$ cat src/rtl/calc_arbiter_seq.sv
// ---------------------------------------------------------------------------
// calc_arbiter_seq
//
// Purpose:
//   Round-robin arbiter and sequencer that shares one calculator datapath
//   (MUX1, 4-entry register file, ALU, MUX2) between two requesters. A
//   winning requester is granted, its ALU op is captured, and the datapath
//   controls are stepped through LOAD_A, LOAD_B, EXEC, OUT and ACK before
//   returning to IDLE.
//
// Optional feature:
//   CALC_FIXED_PRIO_EN - when defined, contention is resolved with fixed
//   priority (requester 0 always wins) and no round-robin pointer exists.
//   When undefined, contention alternates between the two requesters.
//
// Parameters:
//   OUT_HOLD - number of cycles the OUT state is held with done asserted
//              (legal 1..15).
//
// Ports:
//   clk      system clock, rising edge
//   rst      asynchronous, active-low reset
//   req[1:0] level requests, bit i = requester i
//   op0/op1  ALU ops of requester 0/1, sampled at grant
//   gnt      one-hot grant (valid LOAD_A..ACK)
//   ack      one-cycle completion pulse to the granted requester
//   s1       MUX1 select (11 = A, 10 = B, 00 = ALU result, 01 = idle)
//   WA/WE    register-file write address / enable
//   RAA/REA  register-file read address / enable, port A
//   RAB/REB  register-file read address / enable, port B
//   C        ALU control
//   s2       MUX2 select (1 = drive result to output)
//   CS       current state code for the 7-segment display
//   done     result valid for the LED bar
// ---------------------------------------------------------------------------
module calc_arbiter_seq #(
    parameter int unsigned OUT_HOLD = 1
) (
    input  logic       clk,
    input  logic       rst,
    input  logic [1:0] req,
    input  logic [1:0] op0,
    input  logic [1:0] op1,
    output logic [1:0] gnt,
    output logic [1:0] ack,
    output logic [1:0] s1,
    output logic [1:0] WA,
    output logic       WE,
    output logic [1:0] RAA,
    output logic       REA,
    output logic [1:0] RAB,
    output logic       REB,
    output logic [1:0] C,
    output logic       s2,
    output logic [3:0] CS,
    output logic       done
);

    typedef enum logic [2:0] {
        IDLE   = 3'd0,
        LOAD_A = 3'd1,
        LOAD_B = 3'd2,
        EXEC   = 3'd3,
        OUT    = 3'd4,
        ACK    = 3'd5
    } state_t;

    // The counter counts down to zero, so OUT lasts OUT_HOLD cycles.
    localparam logic [3:0] HOLD_INIT = 4'(OUT_HOLD - 1);

    state_t     state_q, state_d;
    logic [1:0] gnt_q,   gnt_d;
    logic [1:0] op_q,    op_d;
    logic [3:0] cnt_q,   cnt_d;
`ifndef CALC_FIXED_PRIO_EN
    logic       last_q,  last_d;
`endif

    // State and capture registers. Reset parks the sequencer in IDLE with
    // the round-robin pointer on requester 1 so requester 0 wins first.
    always_ff @(posedge clk or negedge rst) begin
        if (!rst) begin
            state_q <= IDLE;
            gnt_q   <= 2'b00;
            op_q    <= 2'b00;
            cnt_q   <= 4'd0;
`ifndef CALC_FIXED_PRIO_EN
            last_q  <= 1'b1;
`endif
        end else begin
            state_q <= state_d;
            gnt_q   <= gnt_d;
            op_q    <= op_d;
            cnt_q   <= cnt_d;
`ifndef CALC_FIXED_PRIO_EN
            last_q  <= last_d;
`endif
        end
    end

    // Next-state logic: arbitration happens only in IDLE, so request or op
    // changes during a transaction never disturb the captured grant and op.
    always_comb begin
        logic win;
        win     = 1'b0;
        state_d = state_q;
        gnt_d   = gnt_q;
        op_d    = op_q;
        cnt_d   = cnt_q;
`ifndef CALC_FIXED_PRIO_EN
        last_d  = last_q;
`endif
        case (state_q)
            IDLE: begin
                if (req != 2'b00) begin
                    if (req == 2'b01) begin
                        win = 1'b0;
                    end else if (req == 2'b10) begin
                        win = 1'b1;
                    end else begin
`ifdef CALC_FIXED_PRIO_EN
                        win = 1'b0;
`else
                        win    = ~last_q;
                        last_d = ~last_q;
`endif
                    end
                    state_d = LOAD_A;
                    gnt_d   = win ? 2'b10 : 2'b01;
                    op_d    = win ? op1 : op0;
                end
            end
            LOAD_A: state_d = LOAD_B;
            LOAD_B: state_d = EXEC;
            EXEC: begin
                state_d = OUT;
                cnt_d   = HOLD_INIT;
            end
            OUT: begin
                if (cnt_q == 4'd0) begin
                    state_d = ACK;
                end else begin
                    cnt_d = cnt_q - 4'd1;
                end
            end
            ACK: begin
                state_d = IDLE;
                gnt_d   = 2'b00;
            end
            default: begin
                state_d = IDLE;
                gnt_d   = 2'b00;
            end
        endcase
    end

    // Output decode depends only on registered state, so there is no
    // combinational path from req/op to any output.
    always_comb begin
        s1   = 2'b01;
        WA   = 2'b00;
        WE   = 1'b0;
        RAA  = 2'b00;
        REA  = 1'b0;
        RAB  = 2'b00;
        REB  = 1'b0;
        C    = 2'b00;
        s2   = 1'b0;
        done = 1'b0;
        ack  = 2'b00;
        gnt  = gnt_q;
        CS   = {1'b0, state_q};
        case (state_q)
            LOAD_A: begin
                s1 = 2'b11;
                WA = 2'b01;
                WE = 1'b1;
            end
            LOAD_B: begin
                s1 = 2'b10;
                WA = 2'b10;
                WE = 1'b1;
            end
            EXEC: begin
                s1  = 2'b00;
                WA  = 2'b11;
                WE  = 1'b1;
                RAA = 2'b01;
                REA = 1'b1;
                RAB = 2'b10;
                REB = 1'b1;
                C   = op_q;
            end
            OUT: begin
                RAA  = 2'b11;
                REA  = 1'b1;
                s2   = 1'b1;
                done = 1'b1;
            end
            ACK: begin
                ack = gnt_q;
                s2  = 1'b1;
            end
            default: begin
            end
        endcase
    end

endmodule

$ cat config.mk
export PLATFORM = sky130hd
export DESIGN_NAME = calc_arbiter_seq
export DESIGN_NICKNAME = d
export VERILOG_FILES = /design/src/rtl/calc_arbiter_seq.sv
export SDC_FILE = /design/constraint.sdc
export NUM_CORES = 1
export LEC_CHECK = 0
export ABC_CLOCK_PERIOD_IN_PS = 4000
export BUFFER_PORTS_ARGS = -buffer_cell sky130_fd_sc_hd__buf_4
export CAP_MARGIN = 20
export CORE_MARGIN = 5
export CORE_UTILIZATION = 30
export CTS_CLUSTER_SIZE = 16
export DETAILED_ROUTE_END_ITERATION = 6
export PLACE_DENSITY_LB_ADDON = 0.05
export SETUP_SLACK_MARGIN = 0.15
export SKIP_LAST_GASP = 1
export SYNTH_ARGS = -nofsm -noshare
export SYNTH_HDL_FRONTEND = slang
export SYNTH_SLANG_ARGS = --single-unit
$ cat constraint.sdc
create_clock -name clk -period 4 [get_ports clk]
set_input_delay 0.2 -clock clk [delete_from_list [all_inputs] [get_ports clk]]
set_output_delay 0.2 -clock clk [all_outputs]
set_load 0.01 [all_outputs]
==> reports/results.ini, run 1 <==
[synthesis]
ys_ff_latch = 12
synth-edff-count = 0
ys.flop_type = dfrtp_1
yosysMostFrequentCell = dfrtp_1
yosysSeqAreaShare_pct = 38.7
synth.top_cell.area_share_pct = 35.4
synth.avg_cell_area_um2 = 9.61
synthCells = 81
yosys.area.top_type = dfrtp_1
syn_area_um2 = 778
ys_top_cells_by_area = dfrtp_1, ha_1, buf_4
ys_async_sr_fraction_pct = 100
synth_cell_type_count = 33
ys_warn_count = 0
synth_common_cells = dfrtp_1, inv_1, nor2_1

[clocking]
insertion_delay_ps = 270
cts_resized = 0
post_cts_buffers = 0
worst_setup_hold_path_clk_slew_ps = 80
cts_inserted_buffers = 3
htree_num_levels = 1
cts_tree = built
cts-root-buf = clkbuf_4
clk_path_buf_depth = 2
clock_sinks = 12

[drt]
avgViaCountPerCell = 4.58
ant_nets = 0
drc = 0
drt_first_pass_iters = 4
wl_um = 1680
route.vias.total = 628
wire_per_inst_um = 12.3
drt_iter0_markers = 14

[critical_path]
worstSetupStartpointType = register
cp.arrival_ps = 1610
crit_chain = nand3b_1, inv_1, and2_1, buf_4
critPathMaxStageDelay_ps = 530
path_max_fanout = 13
critPathSlowestCell = dfrtp_1
crit_type = reg -> out
cp-end-kind = output pin
required_ps = 3800

[hold_path]
hp-class = in -> reg

[sta]
setup_tns_ps = 0
whs_ps = 206
fin_crit_sh_pct = 45.2
setup_viol = 0
min_period_ps = 1810
fmax_mhz = 553
skew_ps = 2.62
rsz0062_at_grt = false
hold_viol = 0
report.final.slew_viol_count = 0

[power_and_ir_drop]
p_leak_nw = 0.501
ir_worst_vdd_uv = 294
pwr_density_cell_mw_per_mm2 = 666

[die]
die-width_um = 60.9
chipHeight_um = 60.9
rows = 18
coreArea_mm2 = 0.00248
ios = 31
dieArea_mm2 = 0.00371
start_util_pct = 31.4

[placement]
dp.cells = 132
port_buffers = 28
dp_hpwl_um = 1330
place_area_um2 = 968
gp_congestion = 0.648

[job]
max_cap_violations = 0

[global_route]
grt_use_total_pct = 10.6
antenna_found_initial = 0
grt_pass1_vias = 632
grt-ovfl-total = 0
grt_pass1_wl_um = 2890
grt_max_degree = 14

[cells_and_area]
stdcell_count = 137
syn_to_final_growth_pct = 30.4
multi_input_area_um2 = 378
fill_cells = 260
stdcell_area_mm2 = 0.00101
num_antenna_cells = 0
drive_above_1_share_pct = 35.5
final_nets = 120
register_area_um2 = 302

[run_status]
status = finished clean

-- layer usage --
| layer | vias up | wire, µm | GRT usage [%] |
|---|---|---|---|
| met5 | - | 0 | 0 |
| met4 | 0 | 15 | 1.86 |
| met3 | 2 | 123 | 4.68 |
| met2 | 18 | 813 | 16.0 |
| met1 | 289 | 726 | 14.2 |
| li1 | 319 | - | - |
-- metrics by stage --
stage	util (%)	total power, mW	setup slack, ps
4_1_cts	41.0	0.689	2160
3_3_place_gp	39.1	0.589	2450
5_1_grt	41.0	0.744	2000
3_5_place_dp	39.1	0.588	2420
2_1_floorplan	-	0.444	2550
6_report	41.0	0.676	2190
-- final cells by class --
class / count / area share, %
well taps: 30 / 3.70
flip-flops and latches: 12 / 29.7
multi-input cells: 51 / 37.2
inverters: 11 / 4.07
repair buffers: 29 / 21.7
clock buffers: 4 / 3.58
-- worst paths after layout --
| check | endpoint | cells past startpoint | start | slack, ps |
|---|---|---|---|---|
| setup / recovery | C[0] | 4 | state_q[2] | 2190 |
| hold / removal | op_q[1] | 3 | op0[1] | 210 |
| setup reg to reg | cnt_q[0] | 3 | state_q[2] | 2400 |
| hold reg to reg | gnt[0] | 1 | gnt[0] | 520 |
| max in group asynchronous | last_q | 2 | rst | 3470 |
| min in group asynchronous | op_q[1] | 2 | rst | 300 |
-- registers in the layout, indices dropped and copies added, names as in the netlist --
| signal | flops |
|---|---|
| cnt_q | 4 |
| op_q | 2 |
| gnt | 2 |
| last_q | 1 |
| state_q | 3 |
-- cells in the final DEF, fill, tap and decap left out, types with 2 or more instances in the layout --
master	Yosys	final
mux2i_1	2	2
o21ai_0	2	2
nor2b_1	4	4
nor2_1	7	7
o211ai_1	2	2
ha_1	4	4
dfrtp_1	11	11
buf_4	6	28
a211oi_1	2	2
a31oi_1	2	2
and2_1	2	2
a31o_1	2	2
conb_1	1	2
inv_1	10	10
nand2_1	4	4
and3_1	2	2
xnor2_1	2	2
clkbuf_4	0	3
-- kinds of logic (layout without fill, tap and decap cells) --
family / after synthesis / count (layout) / synth area share (%)
XOR/XNOR: 2 / 2 / 2.25
adder cells (fa/ha/maj): 4 / 4 / 6.43
other: 1 / 2 / 0.482
buffers and inverters: 19 / 44 / 13.2
flip-flops: 12 / 12 / 38.7
multiplexers: 2 / 2 / 2.57
AO/OA/AOI/OAI: 15 / 15 / 16.1
AND/OR/NAND/NOR: 26 / 26 / 20.3
-- power by group --
group          internal [mW]  switching, mW  leakage (nW)
Combinational          0.188          0.168         0.329
Sequential             0.163         0.0609         0.152
Clock                 0.0553         0.0413        0.0210
Total                  0.406          0.270         0.501
-- what timing repair did --
item	4_1_cts	5_1_grt
hold buffers	1	0
hold endpoints to repair	12	0
setup endpoints to repair	0	0
-- critical path: cells and delay by family, from the launching register on --
kind          cells  cell delay [ps]
buf+inv           2              330
flops             1              530
simple gates      2              480
(Power assumes the default switching activity.)
==> run 2: changes to the inputs <==
--- a/config.mk
+++ b/config.mk
@@ -5,7 +5,7 @@
 export SDC_FILE = /design/constraint.sdc
 export NUM_CORES = 1
 export LEC_CHECK = 0
-export ABC_CLOCK_PERIOD_IN_PS = 4000
+export ABC_CLOCK_PERIOD_IN_PS = 1700
 export BUFFER_PORTS_ARGS = -buffer_cell sky130_fd_sc_hd__buf_4
 export CAP_MARGIN = 20
 export CORE_MARGIN = 5
==> constraint.sdc (replaced) <==
create_clock -name clk -period 1.7 [get_ports clk]
set_input_delay 0.085 -clock clk [delete_from_list [all_inputs] [get_ports clk]]
set_output_delay 0.085 -clock clk [all_outputs]
set_load 0.01 [all_outputs]
==> reports/results.ini, run 2 (synthesis results as in run 1) <==
[run_status]
status = finished clean  ; unchanged

[sta]
min_period_ps = 1500
rsz0062_at_grt = true  ; was false
fin_crit_sh_pct = 88.3
setup_tns_ps = 0  ; unchanged
skew_ps = 1.66  ; was 2.62 ps
report.final.slew_viol_count = 0  ; unchanged
hold_viol = 0  ; unchanged
fmax_mhz = 666
post-route-worst-setup-slack_ps = 199  ; was 2190 ps
setup_viol = 0  ; unchanged

[placement]
port_buffers = 28  ; unchanged
dp_slack_ps = 204  ; was 2420 ps
dp_hpwl_um = 1380  ; was 1330 µm
gp_congestion = 0.668  ; was 0.648

[die]
dieArea_mm2 = 0.00371  ; unchanged
die-width_um = 60.9  ; unchanged
start_util_pct = 31.4  ; unchanged
coreArea_mm2 = 0.00248  ; unchanged
chipHeight_um = 60.9  ; unchanged
ios = 31  ; unchanged
rows = 18  ; unchanged

[drt]
drt_first_pass_iters = 4  ; unchanged
wire_per_inst_um = 12.0  ; was 12.3 µm
ant_nets = 0  ; unchanged
drt_iter0_markers = 11  ; was 14
wl_um = 1820  ; was 1680 µm
drc = 0  ; unchanged
route.vias.total = 695  ; was 628
avgViaCountPerCell = 4.57  ; was 4.58

[cells_and_area]
drive_above_1_share_pct = 49.2  ; was 35.5%
top_register = cnt_q  ; unchanged
num_antenna_cells = 0  ; unchanged
syn_to_final_growth_pct = 49.8  ; was 30.4%
largest_reg_flops = 4  ; unchanged
final_nets = 135  ; was 120
reg_top3 = cnt_q x4, state_q x3  ; unchanged
final_cell_mix = buf_4, inv_1, dfrtp_1, nor2_1  ; was buf_4, dfrtp_1, inv_1, nor2_1
final_common_cell = buf_4  ; unchanged

[clocking]
worst_setup_hold_path_clk_slew_ps = 80  ; about the same
clk_path_buf_depth = 2  ; unchanged
htree_num_levels = 1  ; unchanged
clock_sinks = 12  ; unchanged
insertion_delay_ps = 260  ; was 270 ps
cts_inserted_buffers = 3  ; unchanged
cts-root-buf = clkbuf_4  ; unchanged
cts_tree = built  ; unchanged

[global_route]
grt-ovfl-total = 0  ; unchanged
grt_max_degree = 13  ; was 14
antenna_found_initial = 0  ; unchanged
grt_pass1_vias = 647  ; was 632
grt_use_total_pct = 9.90  ; was 10.6%
grt_pass1_wl_um = 2780  ; was 2890 µm

[critical_path]
path_max_fanout = 8  ; was 13
cp.arrival_ps = 1700  ; was 1610 ps
cp-end-kind = register  ; was output pin
reg2reg_from = state_q[0]  ; was state_q[2]
required_ps = 1900  ; was 3800 ps
startpoint = state_q[0]  ; was state_q[2]
worstSetupStartpointType = register  ; unchanged
crit_type = reg -> reg  ; was reg -> out

[hold_path]
min_from = op0[0]  ; was op0[1]
hp-class = in -> reg  ; unchanged

[power_and_ir_drop]
ir_worst_vdd_uv = 817  ; was 294 µV
pwr_density_cell_mw_per_mm2 = 1630  ; was 666 mW/mm²
p_leak_nw = 0.580  ; was 0.501 nW

[job]
max_cap_violations = 0  ; unchanged

## run 2: cell count changes in the layout (fill, tap and decap cells not counted), sizes merged
cell	change
buf	+15
## run 2: cell type report
class | instances | area [µm²]
clock buffers | 4 | 36.3
fillers | 259 | 1310
inverters | 11 | 41.3
multi-input cells | 51 | 385
flip-flops and latches | 12 | 305
well taps | 30 | 37.5
repair buffers | 44 | 360
## run 2: through the flow
step	power (mW)	util (%)	std cells	cell area [µm²]	hold slack (ps)
detailed placement	1.45	40.3	136	998	-63.4
global route	2.05	47.1	152	1170	117
finish	1.90	47.1	152	1170	106
global placement	1.45	40.3	136	998	-60.3
CTS	1.70	42.6	142	1060	104
floorplan	1.05	-	82	782	-211
## run 2: path summary, 6_finish.rpt
| kind | to | slack, ps | depth (start not counted) |
|---|---|---|---|
| min | op_q[0] | 110 | 3 |
| min reg2reg | cnt_q[0] | 520 | 1 |
| min in group asynchronous | cnt_q[3] | 190 | 2 |
| max reg2reg | last_q | 200 | 4 |
| max | last_q | 200 | 4 |
| max in group asynchronous | last_q | 1280 | 2 |
## run 2: what timing repair did
action                                  CTS  global route
endpoints found under the setup margin    6             6
gates resized for setup                   4             7
setup buffers                             1            10
hold buffers                              1             0
hold endpoints to repair                 12             0
cloned                                    0             0
pin swaps                                 0             4
## run 2: critical path, stage by stage, from the launching register on
cell and delay [ps]:
dfrtp_2 460, buf_4 160, or4_1 540, nor2_1 140
xnor2_1 130
## run 2: where the power goes
group	internal (mW)	switching [mW]	total, mW
Clock	0.130	0.0950	0.225
Sequential	0.392	0.0986	0.490
Combinational	0.682	0.505	1.19
Total	1.20	0.699	1.90
## run 2: per-layer routing
layer	routed length, µm	part of all wire [%]	track usage, %	up-vias
met3	116	6.4	2.13	2
met2	919	51	17.1	16
met5	0	0	0	-
met4	15	0.83	3.72	0
li1	-	-	-	353
met1	766	42	12.0	324
